==> config.mk <==
export PLATFORM = sky130hd
export DESIGN_NAME = hdmi_timing_ctrl
export DESIGN_NICKNAME = d
export VERILOG_FILES = /design/src/rtl/hdmi_timing_ctrl.sv
export SDC_FILE = /design/constraint.sdc
export NUM_CORES = 1
export LEC_CHECK = 0
export CORE_MARGIN = 3
export CORE_UTILIZATION = 58
export DETAILED_ROUTE_END_ITERATION = 8
export PLACE_DENSITY = 0.81
export REMOVE_ABC_BUFFERS = 1
export SETUP_SLACK_MARGIN = 0.3
export SLEW_MARGIN = 30
export SYNTH_ARGS = -nofsm -noshare
export SYNTH_HDL_FRONTEND = slang
export SYNTH_SLANG_ARGS = --single-unit
==> constraint.sdc <==
create_clock -name sys_clk -period 9.6 [get_ports sys_clk]
set_clock_uncertainty 0.05 [all_clocks]
set_input_delay 0.96 -clock sys_clk [delete_from_list [all_inputs] [get_ports sys_clk]]
set_output_delay 0.96 -clock sys_clk [all_outputs]
set_load 0.05 [all_outputs]
==> src/rtl/hdmi_timing_ctrl.sv <==
// Video raster sequencer: hsync/vsync/de and pixel coordinates advanced on pix_ce.
// Timing updates are shadowed in a pending slot and swapped in only at a frame boundary.
module hdmi_timing_ctrl #(
  parameter int unsigned   CW        = 12,
  parameter logic          HSYNC_POL = 1'b0,
  parameter logic          VSYNC_POL = 1'b0,
  parameter logic [CW-1:0] DEF_HA    = 640,
  parameter logic [CW-1:0] DEF_HSS   = 656,
  parameter logic [CW-1:0] DEF_HSE   = 752,
  parameter logic [CW-1:0] DEF_HT    = 800,
  parameter logic [CW-1:0] DEF_VA    = 480,
  parameter logic [CW-1:0] DEF_VSS   = 490,
  parameter logic [CW-1:0] DEF_VSE   = 492,
  parameter logic [CW-1:0] DEF_VT    = 525
) (
  input  logic            sys_clk,
  input  logic            sys_rst,
  input  logic            pix_ce,
  input  logic            enable,
  input  logic            cfg_valid,
  output logic            cfg_ready,
  input  logic [4*CW-1:0] cfg_h,
  input  logic [4*CW-1:0] cfg_v,
  output logic            cfg_err,
  output logic            hsync,
  output logic            vsync,
  output logic            de,
  output logic [CW-1:0]   x,
  output logic [CW-1:0]   y,
  output logic            frame_start,
  output logic            running
);

  // Field order matches the cfg bus: {total, sync_end, sync_start, active}
  typedef struct packed {
    logic [CW-1:0] t;
    logic [CW-1:0] se;
    logic [CW-1:0] ss;
    logic [CW-1:0] a;
  } axis_t;

  typedef enum logic {IDLE, RUN} state_t;

  localparam logic [CW-1:0] ONE   = 1;
  localparam logic [CW-1:0] ZERO  = '0;
  localparam axis_t         DEF_H = '{t: DEF_HT, se: DEF_HSE, ss: DEF_HSS, a: DEF_HA};
  localparam axis_t         DEF_V = '{t: DEF_VT, se: DEF_VSE, ss: DEF_VSS, a: DEF_VA};

  state_t        state_q, state_d;
  logic [CW-1:0] h_q, h_d, v_q, v_d;
  axis_t         act_h, act_v, pend_h, pend_v, use_h, use_v;
  axis_t         in_h, in_v;
  logic          pend_full;
  logic          accept, cfg_ok, apply, start;
  logic          run_d, de_d, hs_on, vs_on;

  function automatic logic axis_ok(input axis_t c);
    return (c.a != ZERO) && (c.a <= c.ss) && (c.ss < c.se) && (c.se <= c.t);
  endfunction

  assign in_h      = axis_t'(cfg_h);
  assign in_v      = axis_t'(cfg_v);
  assign cfg_ready = ~pend_full;
  assign accept    = cfg_valid & cfg_ready;
  assign cfg_ok    = axis_ok(in_h) & axis_ok(in_v);
  assign running   = (state_q == RUN);
  assign x         = h_q;
  assign y         = v_q;

  always_ff @(posedge sys_clk or posedge sys_rst) begin
    if (sys_rst) state_q <= IDLE;
    else         state_q <= state_d;
  end

  always_comb begin
    state_d = state_q;
    h_d     = h_q;
    v_d     = v_q;
    apply   = 1'b0;
    start   = 1'b0;
    case (state_q)
      IDLE: begin
        if (pix_ce && enable) begin
          state_d = RUN;
          h_d     = ZERO;
          v_d     = ZERO;
          apply   = pend_full;
          start   = 1'b1;
        end
      end
      RUN: begin
        if (pix_ce) begin
          if (h_q < act_h.t - ONE) begin
            h_d = h_q + ONE;
          end else begin
            h_d = ZERO;
            if (v_q < act_v.t - ONE) begin
              v_d = v_q + ONE;
            end else begin
              v_d   = ZERO;
              apply = pend_full;
              if (enable) start   = 1'b1;
              else        state_d = IDLE;
            end
          end
        end
      end
      default: state_d = IDLE;
    endcase

    // Outputs describe the new (h,v), so they must use the timing in force after a swap
    use_h = apply ? pend_h : act_h;
    use_v = apply ? pend_v : act_v;
    run_d = (state_d == RUN);
    de_d  = run_d && (h_d < use_h.a) && (v_d < use_v.a);
    hs_on = run_d && (h_d >= use_h.ss) && (h_d < use_h.se);
    vs_on = run_d && (v_d >= use_v.ss) && (v_d < use_v.se);
  end

  always_ff @(posedge sys_clk or posedge sys_rst) begin
    if (sys_rst) begin
      h_q         <= ZERO;
      v_q         <= ZERO;
      act_h       <= DEF_H;
      act_v       <= DEF_V;
      pend_h      <= '0;
      pend_v      <= '0;
      pend_full   <= 1'b0;
      cfg_err     <= 1'b0;
      de          <= 1'b0;
      hsync       <= ~HSYNC_POL;
      vsync       <= ~VSYNC_POL;
      frame_start <= 1'b0;
    end else begin
      h_q         <= h_d;
      v_q         <= v_d;
      cfg_err     <= accept & ~cfg_ok;
      de          <= de_d;
      hsync       <= hs_on ? HSYNC_POL : ~HSYNC_POL;
      vsync       <= vs_on ? VSYNC_POL : ~VSYNC_POL;
      frame_start <= start;
      if (apply) begin
        act_h     <= pend_h;
        act_v     <= pend_v;
        pend_full <= 1'b0;
      end
      // accept needs an empty slot and apply needs a full one, so these never collide
      if (accept && cfg_ok) begin
        pend_h    <= in_h;
        pend_v    <= in_v;
        pend_full <= 1'b1;
      end
    end
  end

endmodule

== Yosys cells after proc, flatten, opt, wreduce, memory -nomap -nowiden ==
Cells that the tools add are included.
Word-level totals
  flip-flop bits (word level): 223
  word-level logic and storage cells: 96
Operators by class
  add/sub/neg operators: 4
  order comparisons: 14
  muxes and demuxes: 30
  bitwise gates (word level): 6
  reduce and logical (&&, ||, !) cells: 17
Operators with widths (number)
  12-bit < comparator: 8
  12-bit two-way mux: 7
  36-bit two-way mux: 2
  12-bit <= comparator: 4
  12-bit case mux with 2 select lines: 2
  12-bit by 1-bit adder with 12-bit output (second input constant): 2
  12-bit >= comparator: 2
  12-bit nonzero test: 2
  12-bit by 1-bit subtractor with 12-bit output (second input constant): 2
  1-bit two-way mux: 16
  1-bit logical AND: 14
  1-bit case mux with 2 select lines: 3
  1-bit AND: 3
  1-bit inverter: 3
  2-bit nonzero test: 1

== Longest topological paths before layout ==
Gate-level depths: netlist (run 1).
  depth after elaboration: 11
  depth in mapped cells: 24

== Worst setup path before layout (run 1) ==
Ideal clock, no wire load.
  path kind: reg2reg
  start: reg act_h[42] in the netlist's numbering
  end: reg de
  arrival time: 4.570 ns
  path slack: 4.913 ns
  stages on the path, launching flop included: 22
  path buffers: 3
  clock period less this slack: 4.687 ns
  cell sequence: dfrtp_1 or4_1 nor3_1 xnor2_1 ha_1 nand2_1 o21ai_1 o21ai_0 o2bb2ai_1 a2111oi_4 buf_6 buf_6 buf_6 mux2i_1 ha_1 a21oi_1 o21ai_0 a21o_1 a211oi_1 nor2_1 a2111oi_0 and3_1
On the way
  cells in the longest elaborated chain, start to end: 9
  elaborated cells between the ends (all ways): 20
  classes of those cells: add/sub: 1; order compare: 3; mux: 14; reduce/logical: 2
RTL lines
  from (decl): RTL line 51  | axis_t act_h, act_v, pend_h, pend_v, use_h, use_v;
  from (signal assigned): RTL line 143  | act_h <= pend_h;
  12-bit by 1-bit subtractor with 12-bit output (*): RTL line 93  | if (h_q < act_h.t - ONE) begin
  12-bit < comparator (*): RTL line 93
  1-bit two-way mux: RTL line 93
  1-bit two-way mux: RTL line 92  | if (pix_ce) begin
  1-bit case mux with 2 select lines: RTL line 81  | case (state_q)
  36-bit two-way mux: RTL line 112  | use_h = apply ? pend_h : act_h;
  12-bit < comparator: RTL line 115  | de_d = run_d && (h_d < use_h.a) && (v_d < use_v.a);
  1-bit logical AND: RTL line 115
  1-bit logical AND (*): RTL line 115
  named net de_d: RTL line 55  | logic run_d, de_d, hs_on, vs_on;
  to (signal assigned): RTL line 130  | de <= 1'b0;
  to (signal assigned): RTL line 138  | de <= de_d;
  to (decl): RTL line 27  | output logic de,
Mark *: on every way through the listed nets, which the timed path passes. The rest lies on a longest branch.
A chain may end at the register's enable or synchronous reset.

== Worst setup path after layout (run 1) ==
  start: reg act_h[38] in the netlist's numbering
  end: reg de
The elaborated chain is that of the path after synthesis.

==> qor.yml, run 1 <==
outcome: "complete, no violations"
p_comb_share_pct: 44.4
start_kind: "flip-flop"
switching_share_pct: 37.3
numCtsBuffers: 25
clk_latency_ns: 0.52
gr-usage-all-layers_pct: 26.5
grt_pass1_wl_mm: 51.7
post_cts_buffers: 0
pin_count: 132
synth_commonest_cells: "dfrtp_1 (188), ha_1 (164), inv_1 (151)"
path_class: "flip-flop to flip-flop"
worstReg2RegEnd: "de$_DFF_PP0_"
intPower_mw: 3.05
syn_inst: 1181
period_share_pct: 64.0
synth_most_common_cell: "dfrtp_1"
yosysWarnings: 0
ant_nets: 0
synth_area_leaders: "dfrtp_1 (36%), ha_1 (16%), mux2_2 (8.0%), dfstp_2 (7.1%), mux2i_1 (5.1%)"
worstHoldStart: "pend_full$_DFFE_PP0P_"
seqPwrFrac_pct: 34.3
totalWireLength_mm: 32.0
wl_per_cell_um: 19.8
p_clk_share_pct: 21.2
area_growth_pct: 18.9
worstPathRequired_ns: 10.01
synth-main-ff-cell: "dfrtp_1"
min_path_type: "flip-flop to flip-flop"
netSwitchingPower_mw: 1.81
tns_ns: 0
setup_viol: 0
dieWidth_um: 156
synth_area_mm2: 0.0130
min_to: "cfg_err$_DFF_PP0_"
gp_congestion: 0.884
yosysUniqueCellTypes: 59
detailed_place.area_mm2: 0.0146
cts_tree: "yes"
clock_sink_count: 223
cts_root_buf: "clkbuf_16"
yosysSeqAreaShare_pct: 43.2
synth_top_area_share_pct: 36.1
cp-end-kind: "flip-flop"
cp-startpoint: "act_h[38]$_DFFE_PP0N_"
drt_first_pass_iters: 6
grt_pass1_vias: 9811
drive_gt1_share_pct: 14.1
rows: 54
reg2reg_from: "act_h[38]$_DFFE_PP0N_"
crit_fanout: 38
diodes: 0
fmax_mhz: 163
dp_hpwl_mm: 23.7
drt_iter0_drc: 504
cts-resized-gates: 0
die_h_um: 156
syn_area_per_cell_um2: 11.0
nFillCells: 1482
num_vias: 9608
grt_max_degree: 86
hold_viol_final: 0
via_per_inst: 5.92
power_leakage_nw: 7.74
final_cell_area_mm2: 0.0155
worstHoldPathCells: 1
reg2reg_depth: 21
htreeDepth: 1
grt_overflow: 0
ys_async_sr_fraction_pct: 100
report.final.slew_viol_count: 0
yosys.area.top_type: "dfrtp_1"
nNetsFinal: 1589
cp.arrival_ns: 6.55
fin_crit_ns: 6.15
synth_edf_count: 0
tightestPinTransition_ns: 1.07
ir_drop_v: 0.000140
initial_core_util_pct: 59.3
path_clk_slew_ns: 0.06
rsz0062_at_grt: "no"
slew_headroom_pct: 28.0
drv_cap: 0
ff2ff_setup_slack_ns: 3.45
antenna_found_initial: 0
drc_errors: 0
die_area_mm2: 0.0243
powerDensity_mw_per_mm2: 314
ys_seq_elements: 223
io_buffers: 131
ctsLongestPathBuffers: 3
hold_buffers: 0
design.core.area_mm2: 0.0220
[logic make-up after synthesis]
logic type / Yosys count / share of synthesized area [%]
xor gates and xnor gates: 22 / 1.48
and+or+nand+nor: 205 / 7.98
muxes: 189 / 15.7
adders and majority gates: 164 / 15.8
buffers and inverters: 177 / 5.94
DFF: 223 / 43.2
AOI/OAI and AO/OA: 201 / 9.92
[routing by layer]
layer | vias to the layer above | share of wire, % | track usage, %
met5 | - | 0 | 0
met4 | 0 | 2.5 | 6.35
met3 | 55 | 5.6 | 3.38
met2 | 294 | 47 | 43.6
met1 | 4752 | 45 | 37.8
li1 | 4507 | - | -
[sequential cells by signal, indices dropped and copies added (netlist names)]
signal and count:
pend_h 48, pend_full 1, y 12, act_h 48, running 1, hsync 1, x 12, cfg_err 1
vsync 1, frame_start 1, pend_v 48, de 1, act_v 48
[placed cells by master (no fill, tap or decap), drive strengths merged, types with 8 or more instances in the layout]
cell,count
o211ai,9
a31oi,9
nor2,34
xnor2,15
nand4,18
nand2,58
o21a,9
nor4,14
clkdlybuf4s50,131
mux2i,66
inv,151
mux2,123
clkbuf,37
nand3,23
o31ai,8
nor2b,9
a21oi,50
a21o,15
nor3,14
o21ai,65
ha,164
buf,11
dfstp,35
and3,10
dfrtp,188
[per-stage QoR]
step	setup WS [ns]	utilization, %	cells	hold slack (ns)	total power [mW]
3_3_place_gp	3.75	66.4	1577	0.362	3.69
3_5_place_dp	3.49	66.4	1577	0.383	3.79
2_1_floorplan	1.10	-	1155	0.358	3.21
6_report	3.45	70.5	1622	0.392	4.86
5_1_grt	2.93	70.5	1622	0.412	5.21
4_1_cts	3.45	70.5	1622	0.390	4.86
[worst max path at each step]
| stage | slack, ns | cells past startpoint | endpoint |
|---|---|---|---|
| after floorplan | 1.10 | 18 | de$_DFF_PP0_ |
| after global placement | 3.75 | 21 | de$_DFF_PP0_ |
| after detailed placement | 3.49 | 21 | de$_DFF_PP0_ |
| after CTS | 3.45 | 21 | de$_DFF_PP0_ |
| after global routing | 2.93 | 21 | de$_DFF_PP0_ |
| final | 3.45 | 21 | de$_DFF_PP0_ |
[area by class of cell]
cell class	instances	area (um2)	area share, %
repair buffers	142	1400	9.03
multi-input cells	781	6630	42.8
inverters	151	574	3.71
clock buffers	37	761	4.91
flip-flops and latches	223	5620	36.3
clock inverters	8	144	0.929
well taps	280	350	2.26
[worst max-delay path, cell delays in order (launching register included)]
cell	delay, ns
dfrtp_1	0.43
nor4_1	0.41
nand2_1	0.17
nor3_1	0.28
xnor2_1	0.11
ha_1	0.31
nand2_1	0.08
o21ai_1	0.23
o21ai_0	0.18
o2bb2ai_1	0.35
a2111oi_4	0.42
buf_4	0.59
buf_4	0.62
mux2i_1	0.31
ha_1	0.28
a21oi_1	0.15
o21ai_0	0.10
a21o_1	0.18
a211oi_1	0.22
nor2_1	0.07
a2111oi_0	0.31
and3_1	0.22
[power groups by stage]
stage          registers [mW]  logic (mW)  clock network, mW
3_5_place_dp             1.68        2.11                  0
4_1_cts                  1.67        2.15               1.04
2_1_floorplan            1.67        1.53                  0
3_3_place_gp             1.66        2.03                  0
6_report                 1.67        2.16               1.03
5_1_grt                  1.72        2.40               1.08
Note: power is estimated with default switching activity, not from simulation.
==> inputs of run 2 (changes only) <==
--- a/config.mk
+++ b/config.mk
@@ -6,9 +6,9 @@
 export NUM_CORES = 1
 export LEC_CHECK = 0
 export CORE_MARGIN = 3
-export CORE_UTILIZATION = 58
+export CORE_UTILIZATION = 52
 export DETAILED_ROUTE_END_ITERATION = 8
-export PLACE_DENSITY = 0.81
+export PLACE_DENSITY = 0.77
 export REMOVE_ABC_BUFFERS = 1
 export SETUP_SLACK_MARGIN = 0.3
 export SLEW_MARGIN = 30
==> constraint.sdc (replaced) <==
create_clock -name sys_clk -period 5.6 [get_ports sys_clk]
set_clock_uncertainty 0.05 [all_clocks]
set_input_delay 0.56 -clock sys_clk [delete_from_list [all_inputs] [get_ports sys_clk]]
set_output_delay 0.56 -clock sys_clk [all_outputs]
set_load 0.05 [all_outputs]
==> run 2 against run 1 <==
  * Worst setup slack got worse by 2.9 ns
  * Combinational power increased by 76%
  * Via count rose by 0.17%
  * Maximum frequency increased by 23%
  * Die area rose by 11%
  * Critical path type unchanged
  * Register-to-register slack got worse by 2.9 ns
  * Final cell count rose by 4.1%
  * Highest routed layer unchanged
  * Hold slack improved by 0.012 ns
  * Sequential power up 72%
  * Global-route usage down 2.3 points
  * Count of clock-buffer cells in the layout is 4 lower
==> qor.yml, run 2 (same netlist as run 1, synthesis figures left out) <==
wl_per_cell_um: 19.5
hold_buffers: 0
ant_nets: 0
path_common_cell: "nor2_1"
rows: 57
nNetsFinal: 1610
diodes: 0
report.final.slew_viol_count: 0
reg2reg_depth: 19
pin_count: 132
slew_headroom_pct: 29.7
clock_sink_count: 223
powerDensity_mw_per_mm2: 531
worstPathRequired_ns: 6.03
cp.arrival_ns: 5.44
area_growth_pct: 21.0
htreeDepth: 1
design.core.area_mm2: 0.0245
drv_cap: 0
worst-path-stages: 19
totalWireLength_mm: 32.9
hold_viol_final: 0
antenna_found_initial: 0
cts_tree: "yes"
min_path_type: "flip-flop to flip-flop"
gp_congestion: 0.883
grt_max_degree: 99
cp-end-kind: "flip-flop"
drive_gt1_share_pct: 15.9
ctsLongestPathBuffers: 3
die_area_mm2: 0.0270
gr-usage-all-layers_pct: 24.2
cpPeakStageDelay_ns: 0.62
dieWidth_um: 164
critPathTopFamily: "compound AO/OA/AOI/OAI gates"
grt_overflow: 0
dp_slack_ns: 0.253
start_kind: "flip-flop"
fin_crit_ns: 5.01
finish.utilization_pct: 64.4
crit_buf_inv: 0
clk_latency_ns: 0.54
final_common_cell: "dfrtp_1"
initial_core_util_pct: 53.2
fmax_mhz: 200
cpMaxStageDelayCell: "a2111oi_4"
drt_first_pass_iters: 6
cts_root_buf: "clkbuf_16"
setup_viol: 0
dp_hpwl_mm: 24.6
fin_ws_ns: 0.589
path_class: "flip-flop to flip-flop"
final_cell_mix: "dfrtp_1 (188), ha_1 (164), inv_1 (150)"
grt_pass1_wl_mm: 51.3
drt_iter0_drc: 625
io_buffers: 131
via_per_inst: 5.70
power_leakage_nw: 7.84
grt_pass1_vias: 9739
ir_drop_v: 0.000263
die_h_um: 164
drc_errors: 0
path_clk_slew_ns: 0.06
period_share_pct: 89.5
outcome: "complete, no violations"
worstHoldPathCells: 1
num_vias: 9624
crit_path_cell_trace: "or4_1, nor3_1, xnor2_1, ha_1, nand4_1, a21oi_2, a2111oi_4, nor2_1, nor2_1, a21oi_1, o21ai_1, ha_1, nand2_1, o21ai_0, a21o_1, a211oi_1, nor2_1, a2111oi_0, and3_1"
crit_fanout: 7
rsz0062_at_grt: "no"
numCtsBuffers: 25
tightestPinTransition_ns: 1.05
[run 2: routing by layer]
metal | share of wire [%] | track usage (%) | vias up
li1 | - | - | 4536
met1 | 45 | 34.3 | 4795
met2 | 47 | 39.9 | 243
met3 | 5.5 | 3.28 | 50
met4 | 2.2 | 5.31 | 0
met5 | 0 | 0 | -
[run 2: per-stage QoR]
step | area (um2) | hold WS [ns] | std cells | power (mW) | TNS, ns
after global placement | 14800 | 0.365 | 1637 | 6.38 | 0
after global routing | 15800 | 0.405 | 1688 | 8.95 | 0
final | 15800 | 0.403 | 1688 | 8.37 | 0
after CTS | 15700 | 0.396 | 1684 | 8.30 | 0
after detailed placement | 14800 | 0.386 | 1637 | 6.55 | 0
after floorplan | 12800 | 0.358 | 1155 | 5.50 | -354.55
[run 2: cell type report]
cell class | count | area (um2)
fillers | 1863 | 8710
inverters | 151 | 574
flip-flops and latches | 223 | 5620
clock inverters | 13 | 148
clock buffers | 33 | 706
well taps | 324 | 405
multi-input cells | 781 | 6670
repair buffers | 163 | 1620
[run 2: repair_timing]
action | 4_1_cts | 5_1_grt
cloned | 1 | 1
resized for setup | 1 | 11
setup endpoints to repair | 1 | 3
buffers inserted | 0 | 3
pin swaps | 0 | 1
[run 2: final timing paths]
path,startpoint,endpoint,slack (ns)
setup / recovery,act_v[42]$_DFFE_PP0N_,de$_DFF_PP0_,0.59
hold / removal,pend_full$_DFFE_PP0P_,cfg_err$_DFF_PP0_,0.40
setup reg to reg,act_v[42]$_DFFE_PP0N_,de$_DFF_PP0_,0.59
hold reg to reg,pend_full$_DFFE_PP0P_,cfg_err$_DFF_PP0_,0.40
max in group asynchronous,sys_rst,y[10]$_DFF_PP0_,3.87
min in group asynchronous,sys_rst,pend_h[0]$_DFFE_PP0P_,0.47
[run 2: report_power, final]
part / switching (mW) / internal (mW) / total [mW]
logic: 2.06 / 1.75 / 3.81
registers: 0.446 / 2.43 / 2.88
clock network: 0.686 / 0.991 / 1.68
